--- src/rtl/sram_pkg.sv ---
// +--------------------------------------------------------------------+
// | sram_pkg : shared constants and arbiter state encoding             |
// | Rev 1.0                                                            |
// +--------------------------------------------------------------------+
`default_nettype none

package sram_pkg;

  localparam int ADDR_W = 19;
  localparam int DATA_W = 8;

  localparam logic RW_READ  = 1'b1;
  localparam logic RW_WRITE = 1'b0;

  typedef enum logic [1:0] {
    ST_IDLE  = 2'd0,
    ST_ISSUE = 2'd1,
    ST_WAIT  = 2'd2,
    ST_DONE  = 2'd3
  } arb_state_t;

endpackage

`default_nettype wire

--- src/rtl/sram_rr_pick.sv ---
// +--------------------------------------------------------------------+
// | sram_rr_pick : 2-way round-robin picker, favours the client not     |
// | served last on a tie.  Rev 1.0                                     |
// +--------------------------------------------------------------------+
`default_nettype none

module sram_rr_pick (
  input  logic req_0_i,
  input  logic req_1_i,
  input  logic last_i,
  output logic sel_o,
  output logic valid_o
);

  assign valid_o = req_0_i | req_1_i;
  assign sel_o   = (req_0_i & req_1_i) ? ~last_i : req_1_i;

endmodule

`default_nettype wire

--- src/rtl/sram_port_arbiter.sv ---
// +--------------------------------------------------------------------+
// | sram_port_arbiter : shares the SRAM controller command port        |
// | between two clients with round-robin arbitration.  Rev 1.0         |
// +--------------------------------------------------------------------+
`default_nettype none

module sram_port_arbiter #(
  parameter int ADDR_W      = sram_pkg::ADDR_W,
  parameter int DATA_W      = sram_pkg::DATA_W,
  parameter int MIN_WAIT    = 2,
  parameter int TIMEOUT_CYC = 64
) (
  input  logic              clk,
  input  logic              reset_n,
  input  logic              req_0,
  input  logic              rw_0,
  input  logic [ADDR_W-1:0] addr_0,
  input  logic [DATA_W-1:0] wdata_0,
  input  logic              req_1,
  input  logic              rw_1,
  input  logic [ADDR_W-1:0] addr_1,
  input  logic [DATA_W-1:0] wdata_1,
  output logic              gnt_0,
  output logic              gnt_1,
  output logic              done_0,
  output logic              done_1,
  output logic [DATA_W-1:0] rdata,
  output logic              err,
  output logic              busy,
  output logic              mem,
  output logic              rw,
  output logic [ADDR_W-1:0] addr,
  output logic [DATA_W-1:0] data_f2s,
  input  logic              ready,
  input  logic [DATA_W-1:0] data_s2f_r
);

  import sram_pkg::*;

  localparam int               CNT_W     = $clog2(TIMEOUT_CYC + 1);
  localparam logic [CNT_W-1:0] WAIT_MIN  = CNT_W'(MIN_WAIT);
  localparam logic [CNT_W-1:0] WAIT_LAST = CNT_W'(TIMEOUT_CYC - 1);
  localparam logic [CNT_W-1:0] WAIT_SAT  = CNT_W'(TIMEOUT_CYC);

  arb_state_t        state_q;
  logic              client_q;
  logic              last_q;
  logic              abort_q;
  logic [CNT_W-1:0]  cnt_q;
  logic              gnt_0_q, gnt_1_q, done_0_q, done_1_q, err_q, busy_q, mem_q;
  logic              rw_q;
  logic [ADDR_W-1:0] addr_q;
  logic [DATA_W-1:0] data_q;
  logic [DATA_W-1:0] rdata_q;
  logic              pick_sel;
  logic              pick_valid;

  sram_rr_pick u_pick (
    .req_0_i (req_0),
    .req_1_i (req_1),
    .last_i  (last_q),
    .sel_o   (pick_sel),
    .valid_o (pick_valid)
  );

  always_ff @(posedge clk or negedge reset_n) begin
    if (!reset_n) begin
      state_q  <= ST_IDLE;
      client_q <= 1'b0;
      last_q   <= 1'b1;
      abort_q  <= 1'b0;
      cnt_q    <= '0;
      gnt_0_q  <= 1'b0;
      gnt_1_q  <= 1'b0;
      done_0_q <= 1'b0;
      done_1_q <= 1'b0;
      err_q    <= 1'b0;
      busy_q   <= 1'b0;
      mem_q    <= 1'b0;
      rw_q     <= RW_READ;
      addr_q   <= '0;
      data_q   <= '0;
      rdata_q  <= '0;
    end else begin
      gnt_0_q  <= 1'b0;
      gnt_1_q  <= 1'b0;
      done_0_q <= 1'b0;
      done_1_q <= 1'b0;
      err_q    <= 1'b0;
      mem_q    <= 1'b0;
      case (state_q)
        ST_IDLE: begin
          if (ready && pick_valid) begin
            client_q <= pick_sel;
            rw_q     <= pick_sel ? rw_1    : rw_0;
            addr_q   <= pick_sel ? addr_1  : addr_0;
            data_q   <= pick_sel ? wdata_1 : wdata_0;
            gnt_0_q  <= ~pick_sel;
            gnt_1_q  <= pick_sel;
            busy_q   <= 1'b1;
            state_q  <= ST_ISSUE;
          end
        end
        ST_ISSUE: begin
          mem_q   <= 1'b1;
          cnt_q   <= '0;
          abort_q <= 1'b0;
          state_q <= ST_WAIT;
        end
        ST_WAIT: begin
          if (cnt_q != WAIT_SAT) cnt_q <= cnt_q + 1'b1;
          // A late ready on the final counted cycle still wins over the abort.
          if (cnt_q >= WAIT_MIN && ready) begin
            state_q <= ST_DONE;
          end else if (cnt_q >= WAIT_LAST) begin
            abort_q <= 1'b1;
            state_q <= ST_DONE;
          end
        end
        ST_DONE: begin
          done_0_q <= ~client_q;
          done_1_q <= client_q;
          err_q    <= abort_q;
          if (rw_q == RW_READ && !abort_q) rdata_q <= data_s2f_r;
          last_q   <= client_q;
          busy_q   <= 1'b0;
          state_q  <= ST_IDLE;
        end
        default: state_q <= ST_IDLE;
      endcase
    end
  end

  assign gnt_0    = gnt_0_q;
  assign gnt_1    = gnt_1_q;
  assign done_0   = done_0_q;
  assign done_1   = done_1_q;
  assign err      = err_q;
  assign busy     = busy_q;
  assign mem      = mem_q;
  assign rw       = rw_q;
  assign addr     = addr_q;
  assign data_f2s = data_q;
  assign rdata    = rdata_q;

endmodule

`default_nettype wire

--- config.mk ---
export PLATFORM = sky130hd
export DESIGN_NAME = sram_port_arbiter
export DESIGN_NICKNAME = d
export VERILOG_FILES = /design/src/rtl/sram_pkg.sv /design/src/rtl/sram_rr_pick.sv /design/src/rtl/sram_port_arbiter.sv
export SDC_FILE = /design/constraint.sdc
export NUM_CORES = 1
export LEC_CHECK = 0
export BUFFER_PORTS_ARGS = -buffer_cell sky130_fd_sc_hd__buf_2
export CORE_UTILIZATION = 47
export DETAILED_ROUTE_END_ITERATION = 8
export MAX_ROUTING_LAYER = met4
export PLACE_DENSITY = 0.83
export SYNTH_ARGS = -nofsm -noshare
export SYNTH_HDL_FRONTEND = slang
export SYNTH_SLANG_ARGS = --single-unit
--- constraint.sdc ---
create_clock -name clk -period 2.3 [get_ports clk]
set_input_delay 0.345 -clock clk [delete_from_list [all_inputs] [get_ports clk]]
set_output_delay 0.345 -clock clk [all_outputs]
set_load 0.01 [all_outputs]
==> results.py, run 1 <==
metrics = {
    "logic_synthesis": {
        "synth_top_cell_area_share": 0.531,
        "syn-cell-area_sq_um": 2500,
        "yosys.area.top_type": "dfrtp_1",
        "synth.net_count": 299,
        "yosys.area_share.simple": 0.108,
        "synth_compound_area_frac": 0.110,
        "synth_top_family_by_area": "multiplexers",
        "postSynthAreaPerCell_sq_um": 11.2,
        "synth_fa_ha_area_frac": 0.0350,
        "yosysWarnings": 0,
        "ys_ff_latch": 55,
        "synth_xor_area_frac": 0.0105,
        "yosysSeqAreaShare": 0.552,
        "synth.area.top_cells": "dfrtp_1 (53%), mux2i_1 (11%), o21ai_0 (6.8%)",
        "synth_cells": 223,
        "yosysUniqueCellTypes": 32,
        "muxShareOfSynthArea": 0.159,
    },
    "critical_path": {
        "worstPathRequired_ns": 2.50,
        "worst-setup-path-type": "flip-flop to flip-flop",
        "endpoint_kind": "flip-flop",
        "cp_max_fo": 7,
        "slowest_stage": "or4_4",
        "cp_cell_sequence": "or4_4, o41ai_4, a32oi_1, mux2_4",
        "critPathLaunchType": "flip-flop",
        "crit_family": "simple AND/OR/NAND/NOR gates",
        "max_stage_delay_ns": 0.56,
        "arrival_ns": 2.06,
        "cp_num_buf_inv": 0,
    },
    "detailed_routing": {
        "drt-total-wl_um": 5010,
        "drt-vias-per-instance": 4.82,
        "vias": 1966,
        "dr.first_iter.drc_count": 68,
        "wl_per_cell_um": 12.3,
        "ant_nets": 0,
        "drt_first_pass_iters": 4,
        "drc": 0,
    },
    "timing": {
        "rsz0062_at_grt": "false",
        "worst_slew_pin_slew_ns": 0.803,
        "setup_violations": 0,
        "fin_crit_ns": 1.86,
        "slew_headroom": 0.465,
        "report.final.slew_viol_count": 0,
        "whs_ns": 0.116,
        "fin_skew_ns": 0.00544,
        "fin_ws_ns": 0.442,
        "fmax_mhz": 538,
        "finalSetupTns_ns": 0,
        "hold_viol": 0,
        "post-route-period-util": 0.808,
    },
    "clock_tree": {
        "clk_pin_slew_worst_paths_ns": 0.10,
        "ctsLongestPathBuffers": 2,
        "ctsResizeCount": 0,
        "ctsHoldBuffers": 0,
        "cts_made_buffers": 5,
        "cts-htree-levels": 2,
        "clkSinkCount": 55,
        "cts_tree": "done",
        "cts_setup_buffers": 0,
        "insertion_delay_ns": 0.31,
        "clock-root-buffer": "clkbuf_8",
    },
    "placed_design": {
        "portBuffers": 111,
        "postPlaceCellArea_sq_um": 3150,
        "post-place-ws_ns": 0.451,
        "hpwlAfterDp_um": 3820,
        "place_congestion": 0.764,
        "placedCellCount": 400,
    },
    "final_layout": {
        "diodes": 0,
        "final_cell_count_no_fill": 408,
        "drive_gt1_frac": 0.411,
        "final_core_util": 0.635,
        "fin_area_sq_um": 3240,
        "final_nets": 413,
        "area_growth_pct": 29.7,
    },
    "job": {
        "cap_violations": 0,
    },
    "status": {
        "status": "finished clean",
    },
    "global_routing": {
        "grt_max_degree": 40,
        "grt_pass1_vias": 1786,
        "grt_pass1_wl_um": 7980,
        "grt_overflow": 0,
        "antenna_found_initial": 0,
        "grt_usage": 0.197,
    },
    "pwr": {
        "power_mw": 3.63,
        "cellPowerDensity_nw_per_um2": 1120,
        "peakVddDrop_uv": 516,
        "p_leak_nw": 1.77,
    },
    "die": {
        "pin_count": 112,
        "start_util": 0.489,
        "core_area_sq_um": 5110,
        "design.die.area_sq_um": 5610,
        "core.rowCount": 26,
        "fp.dieH_um": 74.9,
        "fp.dieW_um": 74.9,
    },
    "min_path": {
        "worstHoldPathType": "input pin to async pin",
    },
}
## final timing paths
kind | from | slack [ns] | end | cells after the start
min in group clk | req_1 | 0.25 | gnt_0 | 2
worst max register to register | cnt_q[3] | 0.44 | state_q[1] | 4
worst min register to register | data_f2s[5] | 0.48 | data_f2s[5] | 2
worst max-delay path | cnt_q[3] | 0.44 | state_q[1] | 4
worst min-delay path | reset_n | 0.12 | addr[16] | 1
max in group asynchronous | reset_n | 1.53 | client_q | 2
## where the power goes
group          internal (mW)  switching, mW  leakage (nW)
Combinational          0.679          0.773          1.03
Sequential              1.37          0.257         0.691
Clock                  0.226          0.327        0.0467
Total                   2.28           1.36          1.77
## metal layers
layer / vias to the layer above / global-route usage / share of wire
li1: 994 / - / -
met1: 891 / 0.251 / 0.45
met2: 75 / 0.314 / 0.48
met3: 6 / 0.0469 / 0.056
met4: 0 / 0.0566 / 0.0096
met5: - / - / 0
## cells by family (layout without fill, tap and decap cells)
kind of cell / after synthesis / in the layout
compound gates: 46 / 46
fa+ha+maj: 7 / 7
xor+xnor: 3 / 3
mux: 38 / 38
simple gates: 58 / 58
buf+inv: 16 / 131
flops: 55 / 55
## placed cells by master, fill, tap and decap left out, types with 2 or more instances in the layout
| cell | instances |
|---|---|
| ha_1 | 7 |
| a21oi_1 | 2 |
| o211ai_1 | 2 |
| xnor2_1 | 2 |
| nand2_1 | 35 |
| nand3_1 | 9 |
| inv_1 | 6 |
| buf_2 | 111 |
| and2_1 | 3 |
| o21ai_0 | 34 |
| a21o_1 | 3 |
| nor2b_1 | 2 |
| dfstp_2 | 2 |
| buf_4 | 6 |
| clkbuf_8 | 5 |
| mux2_2 | 9 |
| nor2_1 | 2 |
| mux2i_1 | 28 |
| dfrtp_1 | 53 |
## registers in the layout, indices dropped and copies added, names as in the netlist
signal    count
busy          1
gnt_1         1
state_q       2
abort_q       1
done_0        1
cnt_q         7
addr         19
data_f2s      8
rdata         8
mem           1
last_q        1
err           1
done_1        1
gnt_0         1
client_q      1
rw            1
## synth_stat cells (all sizes together)
library cell	n
xor2	1
o21ai	35
nor3b	1
o41ai	1
nor2b	2
nand3b	1
ha	7
or3	1
o22a	1
a21oi	2
a32oi	1
o211ai	2
nand2b	1
mux2	10
inv	6
nand3	9
dfrtp	53
nand2	35
dfstp	2
or2b	1
nor2	2
buf	4
or4	1
clkbuf	6
o31ai	1
xnor2	2
and4	1
a21o	3
mux2i	28
and2	3
## final cells by class
| class | instances | area [sq um] |
|---|---|---|
| fill | 416 | 1870 |
| sequential | 55 | 1380 |
| multi-input combinational | 152 | 1060 |
| timing repair buffer | 117 | 601 |
| tap | 70 | 87.6 |
| clock buffer | 5 | 68.8 |
| clock inverter | 3 | 27.5 |
| inverter | 6 | 22.5 |
(Power assumes the default switching activity.)
==> run 2, diff against run 1 <==
Clock period 2.3 ns to 1.8 ns, I/O delays scaled along.
==> run 2 against run 1 <==
  * Final cell count rose by 1.7%
  * Count of clock-buffer cells in the layout rose by 1
  * Sequential power rose by 26%
  * Total power rose by 33%
  * Clock power rose by 53%
  * Highest routed layer unchanged
  * Register-to-register slack got worse by 0.44 ns
  * Largest cell class unchanged
  * Maximum frequency rose by 3.5%
  * Flip-flop and latch count did not move
  * Worst hold slack improved by 0.058 ns
==> results.py, run 2 (same netlist as run 1, synthesis figures left out) <==
metrics = {
    "clock_tree": {
        "clock-root-buffer": "clkbuf_8",
        "clkSinkCount": 55,
        "ctsResizeCount": 0,
        "ctsLongestPathBuffers": 2,
        "clk_pin_slew_worst_paths_ns": 0.09,
        "cts-htree-levels": 2,
        "cts_tree": "done",
        "cts_made_buffers": 5,
        "cts_setup_buffers": 0,
        "insertion_delay_ns": 0.30,
    },
    "die": {
        "fp.dieW_um": 74.9,
        "pin_count": 112,
        "design.die.area_sq_um": 5610,
        "fp.dieH_um": 74.9,
        "core_area_sq_um": 5110,
        "core.rowCount": 26,
        "start_util": 0.489,
    },
    "timing": {
        "fmax_mhz": 557,
        "hold_viol": 0,
        "fin_crit_ns": 1.80,
        "fin_skew_ns": 0.00784,
        "worst_slew_pin_slew_ns": 0.418,
        "post-route-period-util": 0.997,
        "rsz0062_at_grt": "true",
        "whs_ns": 0.174,
        "report.final.slew_viol_count": 0,
        "slew_headroom": 0.721,
        "setup_violations": 0,
    },
    "final_layout": {
        "final_cell_count_no_fill": 415,
        "final_common_cell": "buf_2",
        "diodes": 0,
        "final_nets": 420,
        "drive_gt1_frac": 0.420,
        "final_cell_mix": "buf_2 (111), dfrtp_1 (53), nand2_1 (35)",
        "largest_reg_flops": 19,
        "area_growth_pct": 33.4,
    },
    "critical_path": {
        "worst-setup-path-type": "flip-flop to flip-flop",
        "rr_worst_depth": 4,
        "cp_max_fo": 2,
        "worstPathRequired_ns": 1.99,
        "endpoint_kind": "flip-flop",
        "critPathLaunchType": "flip-flop",
        "arrival_ns": 1.99,
        "reg2reg_setup_slack_ns": 0.005,
    },
    "pwr": {
        "peakVddDrop_uv": 770,
        "p_leak_nw": 1.82,
        "cellPowerDensity_nw_per_um2": 1450,
    },
    "min_path": {
        "min_path_cells": 2,
        "worstHoldPathType": "input pin to flip-flop",
    },
    "global_routing": {
        "grt_pass1_wl_um": 7910,
        "grt_pass1_vias": 1808,
        "grt_max_degree": 27,
        "grt_usage": 0.193,
        "antenna_found_initial": 0,
        "grt_overflow": 0,
    },
    "detailed_routing": {
        "wl_per_cell_um": 12.1,
        "drt-total-wl_um": 5020,
        "drt-vias-per-instance": 4.87,
        "drt_first_pass_iters": 4,
        "drc": 0,
        "ant_nets": 0,
        "vias": 2019,
        "dr.first_iter.drc_count": 72,
    },
    "job": {
        "cap_violations": 0,
    },
    "placed_design": {
        "placedCellCount": 406,
        "portBuffers": 111,
        "hpwlAfterDp_um": 3950,
        "place_congestion": 0.805,
    },
    "status": {
        "status": "finished clean",
    },
}
## run 2: changes by cell type in the layout (fill, tap and decap cells not counted)
cell	before	now
clkbuf_8	5	6
inv_8	1	0
dlygate4sd3_1	0	1
buf_4	6	11
clkinvlp_4	1	0
bufinv_16	0	1
buf_12	0	1
## run 2: what timing repair did
item	in CTS	in global routing
hold endpoints to repair	14	0
hold buffers	1	0
endpoints found under the setup margin	0	1
## run 2: stage by stage
step / power [mW] / TNS, ns / utilization / worst slack [ns] / area (sq um)
after detailed placement: 4.04 / 0 / 0.627 / 0.0229 / 3200
after floorplan: 3.20 / 0 / - / 0.0358 / 2500
after CTS: 4.90 / 0 / 0.653 / 0.00644 / 3330
final: 4.84 / 0 / 0.653 / 0.00476 / 3330
after global routing: 5.23 / -0.0357 / 0.653 / -0.0357 / 3330
after global placement: 3.94 / 0 / 0.627 / 0.0434 / 3200
## run 2: worst max-delay path: stages, from the launching register on
cell and delay, ns:
dfrtp_1 0.40, or4_4 0.56, o41ai_4 0.23, a32oi_1 0.18
mux2_4 0.32
## run 2: path summary, 6_finish.rpt
path,from,to
min in group asynchronous,reset_n,addr[4]
worst max register to register,cnt_q[4],state_q[1]
max in group asynchronous,reset_n,rdata[0]
worst max-delay path,cnt_q[4],state_q[1]
worst min-delay path,req_1,gnt_0
worst min register to register,addr[13],addr[13]
## run 2: layout make-up
cell class / count / area, sq um
repair buffers: 124 / 668
inverters: 6 / 22.5
fillers: 407 / 1770
clock buffers: 6 / 82.6
well taps: 70 / 87.6
multi-input cells: 152 / 1060
flip-flops and latches: 55 / 1380
clock inverters: 2 / 38.8
## run 2: power by group
part	switching, mW	internal [mW]	total (mW)
registers	0.298	1.75	2.05
clock network	0.387	0.458	0.845
logic	1.02	0.921	1.94
total	1.71	3.13	4.84
## run 2: layer usage
metal,part of all wire,track usage
met1,0.44,0.240
met2,0.49,0.323
met3,0.056,0.0388
met4,0.0088,0.0524
met5,0,-
==> run 3, diff against run 2 <==
Settings changed: ABC_AREA from default to 1, CORE_UTILIZATION 47 to 46, PLACE_DENSITY 0.83 to 0.82.
==> run 3 against run 2 <==
  * Area after synthesis shrank 2.2%
  * Critical endpoint is now addr[13]
  * Non-clock buffer count is 8 lower
  * Count of clock-buffer cells in the layout up 1
  * First-iteration DRC count rose by 85%
  * Highest routed layer unchanged
==> results.py, run 3 <==
metrics = {
    "final_layout": {
        "largest_reg_flops": 19,
        "final_cell_mix": "nand2_1 (111), buf_2 (111), dfrtp_1 (53)",
        "drive_gt1_frac": 0.349,
        "final_nets": 462,
        "area_growth_pct": 30.4,
        "diodes": 0,
    },
    "detailed_routing": {
        "vias": 2203,
        "drt-vias-per-instance": 4.82,
        "ant_nets": 0,
        "wl_per_cell_um": 11.6,
        "dr.first_iter.drc_count": 133,
        "drt_first_pass_iters": 4,
        "drc": 0,
        "drt-total-wl_um": 5310,
    },
    "placed_design": {
        "hpwlAfterDp_um": 3900,
        "place_congestion": 0.869,
        "portBuffers": 111,
    },
    "clock_tree": {
        "cts_made_buffers": 5,
        "ctsLongestPathBuffers": 2,
        "clkSinkCount": 55,
        "insertion_delay_ns": 0.30,
        "cts_tree": "done",
        "cts-htree-levels": 2,
        "ctsResizeCount": 0,
        "clk_pin_slew_worst_paths_ns": 0.09,
        "clock-root-buffer": "clkbuf_8",
        "cts_setup_buffers": 0,
    },
    "critical_path": {
        "arrival_ns": 1.83,
        "slowest_stage": "dfrtp_1",
        "cp_cell_sequence": "inv_1, ha_1, inv_1, nor2_4, inv_2, or2_1, inv_2, buf_12, nand2_1, nand3_1",
        "max_stage_delay_ns": 0.43,
        "worstPathRequired_ns": 2.03,
        "cp_max_fo": 29,
        "worst-setup-path-type": "flip-flop to flip-flop",
        "regToRegStartpoint": "state_q[0]",
        "endpoint_kind": "flip-flop",
        "critPathLaunchType": "flip-flop",
        "setup.worst_path.start": "state_q[0]",
    },
    "job": {
        "cap_violations": 0,
    },
    "min_path": {
        "worstHoldPathType": "input pin to flip-flop",
        "hp-start": "wdata_0[0]",
    },
    "logic_synthesis": {
        "ys_ff_latch": 55,
        "yosys.area.top_type": "dfrtp_1",
        "netlist_top_cells_count": "nand2_1 (111), dfrtp_1 (53), nand3_1 (38), inv_1 (13)",
        "yosysUniqueCellTypes": 27,
        "syn-cell-area_sq_um": 2450,
        "synth_edf_count": 0,
        "yosysWarnings": 0,
        "synth_cells": 272,
        "synth_most_common_cell": "nand2_1",
        "postSynthAreaPerCell_sq_um": 8.99,
        "synth.area.top_cells": "dfrtp_1 (54%), nand2_1 (17%), nand3_1 (7.8%)",
        "async_flop_share": 1.00,
        "synthFlopType": "dfrtp_1",
        "synth_top_cell_area_share": 0.542,
        "synth.net_count": 348,
        "yosysSeqAreaShare": 0.564,
    },
    "timing": {
        "worst_slew_pin_slew_ns": 0.543,
        "hold_viol": 0,
        "setup_violations": 0,
        "fmax_mhz": 626,
        "report.final.slew_viol_count": 0,
        "finalSetupTns_ns": 0,
        "slew_headroom": 0.638,
        "fin_crit_ns": 1.60,
        "rsz0062_at_grt": "false",
        "fin_skew_ns": 0.00635,
        "post-route-period-util": 0.888,
    },
    "die": {
        "start_util": 0.479,
        "fp.dieH_um": 74.9,
        "design.die.area_sq_um": 5610,
        "fp.dieW_um": 74.9,
        "core_area_sq_um": 5110,
        "core.rowCount": 26,
        "pin_count": 112,
    },
    "global_routing": {
        "grt_usage": 0.205,
        "grt_max_degree": 33,
        "grt_pass1_vias": 1950,
        "grt_pass1_wl_um": 8350,
        "antenna_found_initial": 0,
        "grt_overflow": 0,
    },
    "pwr": {
        "power_mw": 4.52,
        "p_sw_frac": 0.374,
        "p_seq_frac": 0.451,
        "cellPowerDensity_nw_per_um2": 1420,
        "p_int_mw": 2.83,
        "p_comb_frac": 0.406,
        "p_sw_mw": 1.69,
        "power_frac_clock": 0.143,
        "peakVddDrop_uv": 695,
        "p_leak_nw": 1.75,
    },
    "status": {
        "status": "finished clean",
    },
}
run 3: cell count changes after synthesis, sizes merged, moves of 4 or more:
cell / delta
nand2: +76
nand3: +29
mux2i: -28
o21ai: -27
inv: +9
nor2: +7
clkbuf: -5
buf: +4
run 3: power by group through the flow:
stage | clock, mW | combinational, mW | sequential [mW]
after floorplan | 0 | 0.914 | 2.23
after global routing | 0.710 | 2.09 | 2.10
final | 0.648 | 1.83 | 2.04
after global placement | 0 | 1.79 | 2.04
after detailed placement | 0 | 1.86 | 2.04
after CTS | 0.674 | 1.86 | 2.04
run 3: layer usage:
layer	vias up	wire (um)	share of wire	GRT usage
met5	-	0	0	-
met4	0	72	0.014	0.0797
met3	7	308	0.058	0.0402
met2	91	2520	0.48	0.330
met1	1010	2400	0.45	0.254
li1	1095	-	-	-
run 3: cells by family (layout without fill, tap and decap cells):
kind of cell	after synthesis	count (layout)	synth area share
AO/OA/AOI/OAI	14	14	0.0353
XOR/XNOR	2	2	0.00716
adder cells (fa/ha/maj)	7	7	0.0358
buffers and inverters	24	139	0.0471
flip-flops	55	55	0.564
multiplexers	8	8	0.0368
AND/OR/NAND/NOR	162	162	0.274
run 3: what timing repair did:
item | in CTS | in global routing
setup endpoints to repair | 0 | 0
hold buffers | 1 | 0
hold endpoints to repair | 22 | 0
run 3: final timing paths:
path / to / slack (ns) / depth (start not counted)
setup / recovery: addr[13] / 0.20 / 10
hold / removal: data_f2s[0] / 0.17 / 3
setup reg to reg: addr[13] / 0.20 / 10
hold reg to reg: done_0 / 0.45 / 1
max in group asynchronous: last_q / 0.70 / 3
min in group asynchronous: cnt_q[3] / 0.48 / 2
run 3: critical path: cells and delay by family, from the launching register on:
kind | cells | cell delay (ns)
flops | 1 | 0.43
simple gates | 4 | 0.48
fa+ha+maj | 1 | 0.16
buf+inv | 5 | 0.46
run 3: through the flow:
step                instances  hold slack (ns)  setup WS [ns]  area [sq um]   util
floorplan                 272          -0.0256          0.298          2450      -
global placement          448            0.280          0.266          3100  0.607
detailed placement        448            0.288          0.214          3100  0.607
CTS                       457            0.153          0.197          3190  0.624
global route              457            0.163         0.0371          3190  0.624
finish                    457            0.166          0.202          3190  0.624
run 3: final cells by class:
class | count | area [sq um]
Tap cell | 70 | 87.6
Sequential cell | 55 | 1380
Timing Repair Buffer | 116 | 633
Inverter | 15 | 56.3
Clock inverter | 1 | 5.00
Fill cell | 445 | 1920
Multi-Input combinational cell | 193 | 952
Clock buffer | 7 | 76.3
